**src/rtl/irq_controller.sv**
```systemverilog
// irq_controller: prioritised interrupt controller with a four-word
// register window (PENDING/MASK/MODE/STATUS) and an IDLE/REQ/SERVICE FSM.
module irq_controller #(
    parameter int                NUM_IRQ   = 8,
    parameter int                ADDR_W    = 12,
    parameter logic [ADDR_W-1:0] BASE_ADDR = 12'h230
) (
    input  logic               clk,
    input  logic               rst,
    input  logic [NUM_IRQ-1:0] irq,
    input  logic [ADDR_W-1:0]  bus_addr,
    input  logic [15:0]        bus_wdata,
    input  logic               bus_wr,
    input  logic               intack,
    output logic [15:0]        bus_rdata,
    output logic               reg_hit,
    output logic               int_o
);

    typedef enum logic [1:0] {
        S_IDLE,
        S_REQ,
        S_SERVICE
    } state_t;

    state_t             state_q;
    logic [NUM_IRQ-1:0] irq_q;
    logic [NUM_IRQ-1:0] rise_q;
    logic [NUM_IRQ-1:0] pend_q;
    logic [NUM_IRQ-1:0] pend_d;
    logic [NUM_IRQ-1:0] mask_q;
    logic [NUM_IRQ-1:0] mode_q;
    logic [7:0]         vector_q;
    logic               in_service_q;

    logic [ADDR_W-1:0]  off;
    logic               in_range;
    logic [1:0]         sel;
    logic               wr_pend;
    logic               wr_mask;
    logic               wr_mode;
    logic               wr_eoi;
    logic [NUM_IRQ-1:0] wdata_n;
    logic [NUM_IRQ-1:0] w1c;
    logic [NUM_IRQ-1:0] ack_clr;
    logic [NUM_IRQ-1:0] pending_w;
    logic [NUM_IRQ-1:0] pm;
    logic               pm_any;
    logic [7:0]         prio;
    logic               unused_wdata;

    // The window is four words starting at BASE_ADDR; wrap-around of the
    // subtraction puts every address below the base out of range.
    assign off      = bus_addr - BASE_ADDR;
    assign in_range = (off < ADDR_W'(4));
    assign sel      = off[1:0];
    assign reg_hit  = in_range | intack;

    assign wr_pend  = bus_wr & in_range & (sel == 2'd0);
    assign wr_mask  = bus_wr & in_range & (sel == 2'd1);
    assign wr_mode  = bus_wr & in_range & (sel == 2'd2);
    assign wr_eoi   = bus_wr & in_range & (sel == 2'd3);

    assign wdata_n      = bus_wdata[NUM_IRQ-1:0];
    assign unused_wdata = ^bus_wdata;
    assign w1c          = wr_pend ? wdata_n : '0;

    // Edge channels hold a latched bit; level channels mirror irq_q.
    assign pending_w = (mode_q & pend_q) | (~mode_q & irq_q);
    assign pm        = pending_w & mask_q;
    assign pm_any    = |pm;

    // Lowest set index wins: scan downwards so index 0 is assigned last.
    always_comb begin
        prio = '0;
        for (int i = NUM_IRQ - 1; i >= 0; i--) begin
            if (pm[i]) begin
                prio = 8'(i);
            end
        end
    end

    // Acknowledge clears the frozen vector's bit (edge channels only).
    always_comb begin
        ack_clr = '0;
        for (int i = 0; i < NUM_IRQ; i++) begin
            ack_clr[i] = (state_q == S_REQ) & intack
                         & (vector_q == 8'(i));
        end
    end

    // A registered rise event sets the bit; it beats a same-cycle W1C.
    assign pend_d = mode_q & ((pend_q & ~w1c & ~ack_clr) | rise_q);

    // Input sampling, rise detection and the software-visible registers.
    always_ff @(posedge clk) begin
        if (rst) begin
            irq_q  <= '0;
            rise_q <= '0;
            pend_q <= '0;
            mask_q <= '0;
            mode_q <= '0;
        end else begin
            irq_q  <= irq;
            rise_q <= irq & ~irq_q;
            pend_q <= pend_d;
            if (wr_mask) begin
                mask_q <= wdata_n;
            end
            if (wr_mode) begin
                mode_q <= wdata_n;
            end
        end
    end

    // Request/service FSM with registered int_o, in_service and vector.
    always_ff @(posedge clk) begin
        if (rst) begin
            state_q      <= S_IDLE;
            int_o        <= 1'b0;
            in_service_q <= 1'b0;
            vector_q     <= '0;
        end else begin
            unique case (state_q)
                S_IDLE: begin
                    if (pm_any) begin
                        state_q  <= S_REQ;
                        int_o    <= 1'b1;
                        vector_q <= prio;
                    end
                end
                S_REQ: begin
                    if (intack) begin
                        state_q      <= S_SERVICE;
                        int_o        <= 1'b0;
                        in_service_q <= 1'b1;
                    end else if (pm_any) begin
                        vector_q <= prio;
                    end else begin
                        state_q <= S_IDLE;
                        int_o   <= 1'b0;
                    end
                end
                S_SERVICE: begin
                    if (wr_eoi) begin
                        state_q      <= S_IDLE;
                        in_service_q <= 1'b0;
                    end
                end
                default: begin
                    state_q      <= S_IDLE;
                    int_o        <= 1'b0;
                    in_service_q <= 1'b0;
                end
            endcase
        end
    end

    // Read mux: acknowledge returns the vector ahead of any decode.
    always_comb begin
        bus_rdata = '0;
        if (intack) begin
            bus_rdata = {8'h00, vector_q};
        end else if (in_range) begin
            case (sel)
                2'd0:    bus_rdata = 16'(pending_w);
                2'd1:    bus_rdata = 16'(mask_q);
                2'd2:    bus_rdata = 16'(mode_q);
                default: bus_rdata = {in_service_q, 7'b0, vector_q};
            endcase
        end
    end

endmodule
```
**config.mk**
```make
export PLATFORM = sky130hd
export DESIGN_NAME = irq_controller
export DESIGN_NICKNAME = d
export VERILOG_FILES = /design/src/rtl/irq_controller.sv
export SDC_FILE = /design/constraint.sdc
export NUM_CORES = 1
export LEC_CHECK = 0
export CAP_MARGIN = 20
export CORE_MARGIN = 8
export CORE_UTILIZATION = 45
export DETAILED_ROUTE_END_ITERATION = 10
export GPL_TIMING_DRIVEN = 0
export MAX_ROUTING_LAYER = met4
export PLACE_DENSITY = 0.83
export SYNTH_ARGS = -nofsm -noshare
export SYNTH_HDL_FRONTEND = slang
export SYNTH_SLANG_ARGS = --single-unit
```
**constraint.sdc**
```tcl
create_clock -name clk -period 3.4 [get_ports clk]
set_input_delay 0.68 -clock clk [delete_from_list [all_inputs] [get_ports clk]]
set_output_delay 0.68 -clock clk [all_outputs]
set_load 0.005 [all_outputs]
```
==> results of run 1 <==
## final cells by class
type	instances	area (µm²)	share of cell area (%)
clock buffer	6	82.6	2.75
clock inverter	2	16.3	0.542
inverter	5	18.8	0.626
tap	70	87.6	2.92
sequential	47	941	31.4
multi-input combinational	195	1310	43.7
buffer	18	124	4.13
timing repair buffer	42	419	14.0
## Yosys cell counts, types with 2 or more instances
cell type / n
a21oi_1: 31
a22oi_2: 3
buf_4: 7
buf_6: 2
clkbuf_1: 8
dfxtp_1: 47
inv_1: 5
mux2_2: 7
mux2i_1: 9
nand2_1: 20
nand2b_1: 7
nand4_1: 3
nor2_1: 19
nor2b_1: 17
nor4b_1: 2
nor4b_4: 2
o211a_1: 8
o211ai_1: 2
o21ai_0: 26
o22a_1: 3
o22ai_1: 3
o31ai_1: 3
or3b_2: 5
## cells in the final DEF (no fill, tap or decap), types with 3 or more instances in the layout
cell type,instances
nor2b_1,16
a21oi_1,30
dfxtp_1,47
a22oi_2,3
o211a_1,8
buf_4,8
conb_1,7
clkbuf_8,7
clkbuf_1,4
o31ai_1,3
nand2b_1,7
o21ai_0,26
mux2_2,7
nand4_1,3
o22a_1,3
clkdlybuf4s50_1,39
o22ai_1,3
or3b_2,5
mux2i_1,9
nand2_1,20
inv_1,5
nor2_1,19
## flip-flops by register name, summed over array words and instances (netlist names)
register	flops
pend_q	8
in_service_q	1
mask_q	8
rise_q	8
int_o	1
vector_q	3
mode_q	8
state_q	2
irq_q	8
## cell families after synthesis
logic type | synth area share (%)
AOI/OAI and AO/OA | 23.7
and+or+nand+nor | 22.4
DFF | 40.4
buffers and inverters | 5.54
muxes | 7.74
other | 0.161
## power breakdown
part / internal (mW) / switching [mW] / total, mW
Combinational: 0.0634 / 0.0552 / 0.119
Sequential: 0.560 / 0.00528 / 0.565
Clock: 0.166 / 0.190 / 0.356
## timing repair
| item | CTS | global route |
|---|---|---|
| setup buffers | 1 | 0 |
| pin swaps | 1 | 0 |
| gates resized for setup | 9 | 6 |
| gates cloned | 0 | 0 |
| setup endpoints to repair | 8 | 7 |
## per-layer routing
layer	global-route usage [%]	vias up	wire length, µm	part of all wire (%)
met3	3.38	6	411	6.2
met2	29.3	81	3340	50
met4	4.84	0	52	0.79
met1	21.9	1002	2810	42
li1	-	1033	-	-
met5	-	-	0	0
## final timing paths
| check | slack, ns | cells after the start | from | to |
|---|---|---|---|---|
| worst min register to register | 0.44 | 1 | irq_q[4] | rise_q[4] |
| worst max register to register | 1.47 | 5 | mode_q[7] | vector_q[1] |
| worst min-delay path | 0.44 | 1 | irq_q[4] | rise_q[4] |
| worst max-delay path | 0.15 | 5 | bus_addr[11] | bus_rdata[15] |
## worst reg2reg max path, cell delays in order, from the launching register on
cell and delay [ns]:
dfxtp_1 0.41, mux2_2 0.39, a2bb2oi_1 0.27, nand4_1 0.25
nand2_1 0.19, mux2_1 0.33
## through the flow
stage | cells | worst slack (ns)
floorplan | 265 | 1.13
global placement | 376 | -0.215
detailed placement | 376 | -0.226
CTS | 385 | 0.0458
global route | 385 | 0.0390
finish | 385 | 0.151
==> flow_metrics.tcl, run 1 <==
set metrics [dict create \
    status "finished, final reports clean" \
    ios 58 \
    ant_nets 0 \
    hold_viol_final 0 \
    synthArstFlopShare_pct 0 \
    dr.pass1.iters 5 \
    clk_path_buf_depth 2 \
    cts.sinks 47 \
    wire_per_inst_um 17.2 \
    clock_latency_ns 0.30 \
    syn2layout_area_growth_pct 28.9 \
    die-width_um 87.9 \
    critical_path.endpoint_type "output pin" \
    synth_edf_count 0 \
    worst_path_most_repeated_cell "clkdlybuf4s50_1" \
    grt_pass1_wl_mm 10.3 \
    worstSetupPathType "input port to output pin" \
    synth_cell_types 43 \
    synth-main-ff-cell "dfxtp_1" \
    dieArea_um2 7730 \
    drive_above_1_share_pct 15.9 \
    fmax_ghz 0.308 \
    grt_usage_pct 17.9 \
    htreeDepth 2 \
    antenna_cells 0 \
    ir_worst_vdd_v 0.000208 \
    synth-warning-count 0 \
    netlist_area_um2 2330 \
    drv_slew 0 \
    fin_worst_skew_ns 0.00754 \
    grt_pass1_vias 2080 \
    port_buffers 41 \
    rows 26 \
    synth_top_area_share_pct 40.4 \
    yosys-top-cells-area "dfxtp_1, a21oi_1, o21ai_0" \
    maxCapViolCount 0 \
    nFillCells 456 \
    min-delay-path-class "flip-flop to flip-flop" \
    critPathLaunchType "input port" \
    arrival_ns 2.57 \
    period_share_pct 95.6 \
    timing.final.crit_period_ns 3.25 \
    layout.nets 354 \
    dpl_cell_area_um2 2850 \
    cts_tree "built" \
    max_slew_margin_pct 55.6 \
    cp_max_fo 5 \
    avgSynthCellArea_um2 8.99 \
    syn_inst 259 \
    post-dp-hpwl_mm 4.84 \
    rsz0062_at_grt "false" \
    synth_seq_cells 47 \
    cellPowerDensity_nw_per_um2 347 \
    grt_max_degree 16 \
    fin_util_pct 59.5 \
    power.leakage_nw 1.19 \
    path_delay_family "buffers and inverters" \
    yosysSeqAreaShare_pct 40.4 \
    slowest_delay_ns 0.54 \
    yosysTopAreaCell "dfxtp_1" \
    whs_ns 0.443 \
    via_per_inst 5.51 \
    tns_ns 0 \
    finalPower_mw 1.04 \
    setup_viol 0 \
    die_h_um 87.9 \
    initial_core_util_pct 46.2 \
    post-route-drc-count 0 \
    core_region_area_um2 5040 \
    hold_buffers 0 \
    overflow 0 \
    antenna_found_initial 0 \
    final_area_um2 3000 \
    finalWirelength_mm 6.61 \
    cts_buffers 5 \
    gp_congestion 0.948 \
    path_buf_inv 2 \
    drtIter0Drc 109 \
    cts-root-buf "clkbuf_8" \
    crit_required_ns 2.72 \
    worstMarginPinSlew_ns 0.665 \
    crit_chain "clkdlybuf4s50_1 > nor4b_4 > nand3_2 > nor4b_2 > clkdlybuf4s50_1" \
    path_clk_slew_ns 0.08 \
    vias 2122 \
    cp_slowest_cell "clkdlybuf4s50_1" \
]
(Power assumes the default switching activity.)
==> run 2, diff against run 1 <==
Settings changed: CTS_BUF_LIST from default to sky130_fd_sc_hd__clkbuf_2 sky130_fd_sc_hd__clkbuf_4 sky130_fd_sc_hd__clkbuf_8, CTS_CLUSTER_DIAMETER from default to 150.
==> results of run 2 <==
The final DEF is identical to that of run 1; final timing and power are the same.
==> run 3, diff against run 2 <==
Settings changed: TNS_END_PERCENT from default to 20.
==> run 3 against run 2 <==
  * Core utilization is 0.20 points lower
  * Via count is 0.42% lower
  * Combinational power hardly changed
==> flow_metrics.tcl, run 3 (same netlist as run 1, synthesis figures left out) <==
set metrics [dict create \
    rows 26 \
    post-route-drc-count 0 \
    antenna_cells 0 \
    r2r-start "mode_q[7]" \
    ir_worst_vdd_v 0.000207 \
    cts.sinks 47 \
    hold_start "irq_q[4]" \
    nFillCells 456 \
    fin_cells 385 \
    setup_viol 0 \
    fin_util_pct 59.3 \
    worstMarginPinSlew_ns 0.653 \
    syn2layout_area_growth_pct 28.4 \
    vias 2113 \
    grt_usage_pct 17.9 \
    gr-usage-met3_pct 3.38 \
    layout.nets 354 \
    grt_pass1_vias 2072 \
    fin_worst_skew_ns 0.00512 \
    finalPower_mw 1.04 \
    timing.final.ws_setup_ns 0.163 \
    post-dp-hpwl_mm 4.84 \
    fmax_ghz 0.309 \
    cts-root-buf "clkbuf_8" \
    final_cell_mix "dfxtp_1, clkdlybuf4s50_1, a21oi_1" \
    clock_latency_ns 0.30 \
    htreeDepth 2 \
    die_h_um 87.9 \
    critical_path.endpoint_type "output pin" \
    wire_per_inst_um 16.9 \
    max_slew_margin_pct 56.4 \
    drv_slew 0 \
    final_area_um2 2990 \
    cp_max_fo 5 \
    tns_ns 0 \
    port_buffers 41 \
    timing.final.crit_period_ns 3.24 \
    grt_max_degree 16 \
    place_inst 376 \
    ant_nets 0 \
    drive_above_1_share_pct 15.9 \
    min-delay-path-class "flip-flop to flip-flop" \
    period_share_pct 95.2 \
    via_per_inst 5.49 \
    met1_usage_pct 22.0 \
    cts_tree "built" \
    cts_buffers 5 \
    maxCapViolCount 0 \
    hold_viol_final 0 \
    reg2reg_slack_ns 1.46 \
    die-width_um 87.9 \
    hold_buffers 0 \
    crit_start "bus_addr[11]" \
    gp_congestion 0.948 \
    place_ws_ns -0.226 \
    critPathLaunchType "input port" \
    dr.pass1.iters 4 \
    path_clk_slew_ns 0.08 \
    whs_ns 0.446 \
    crit_required_ns 2.72 \
    antenna_found_initial 0 \
    drtIter0Drc 103 \
    power.leakage_nw 1.20 \
    rsz0062_at_grt "false" \
    overflow 0 \
    dpl_cell_area_um2 2850 \
    grt_pass1_wl_mm 10.3 \
    top_usage_layer "met2" \
    cellPowerDensity_nw_per_um2 347 \
    ios 58 \
    initial_core_util_pct 46.2 \
    final_common_cell "dfxtp_1" \
    clk_path_buf_depth 2 \
    core_region_area_um2 5040 \
    finalWirelength_mm 6.50 \
    dieArea_um2 7730 \
    arrival_ns 2.56 \
    met2_usage_pct 28.7 \
    status "finished, final reports clean" \
    worstSetupPathType "input port to output pin" \
]
run 3: where the power goes:
part	switching (mW)	internal, mW
clock	0.191	0.166
sequential	0.00528	0.560
combinational	0.0531	0.0629
total	0.249	0.789
run 3: worst max-delay path, stage by stage:
cell and delay, ns:
clkdlybuf4s50_1 0.44, nor4b_4 0.41, nand3_2 0.19, nor4b_2 0.29, clkdlybuf4s50_1 0.55
run 3: layer usage:
metal	part of all wire (%)	wire [µm]
met4	1.6	106
met2	49	3220
met3	6.5	423
met5	0	0
met1	42	2750
run 3: path summary, 6_finish.rpt:
check             cells after the start             to
setup / recovery                      5  bus_rdata[15]
hold / removal                        1      rise_q[4]
setup reg to reg                      5    vector_q[1]
hold reg to reg                       1      rise_q[4]
run 3: final cells by class:
type | count | area [µm²] | share of cell area, %
sequential | 47 | 941 | 31.5
tap | 70 | 87.6 | 2.93
buffer | 18 | 123 | 4.10
inverter | 5 | 18.8 | 0.628
clock inverter | 2 | 16.3 | 0.544
clock buffer | 6 | 82.6 | 2.76
multi-input combinational | 195 | 1300 | 43.4
timing repair buffer | 42 | 423 | 14.1
run 3: timing repair:
action,4_1_cts,5_1_grt
gates resized for setup,8,6
endpoints found under the setup margin,8,8
gates cloned,0,0
pin swaps,1,1
setup buffers,0,1
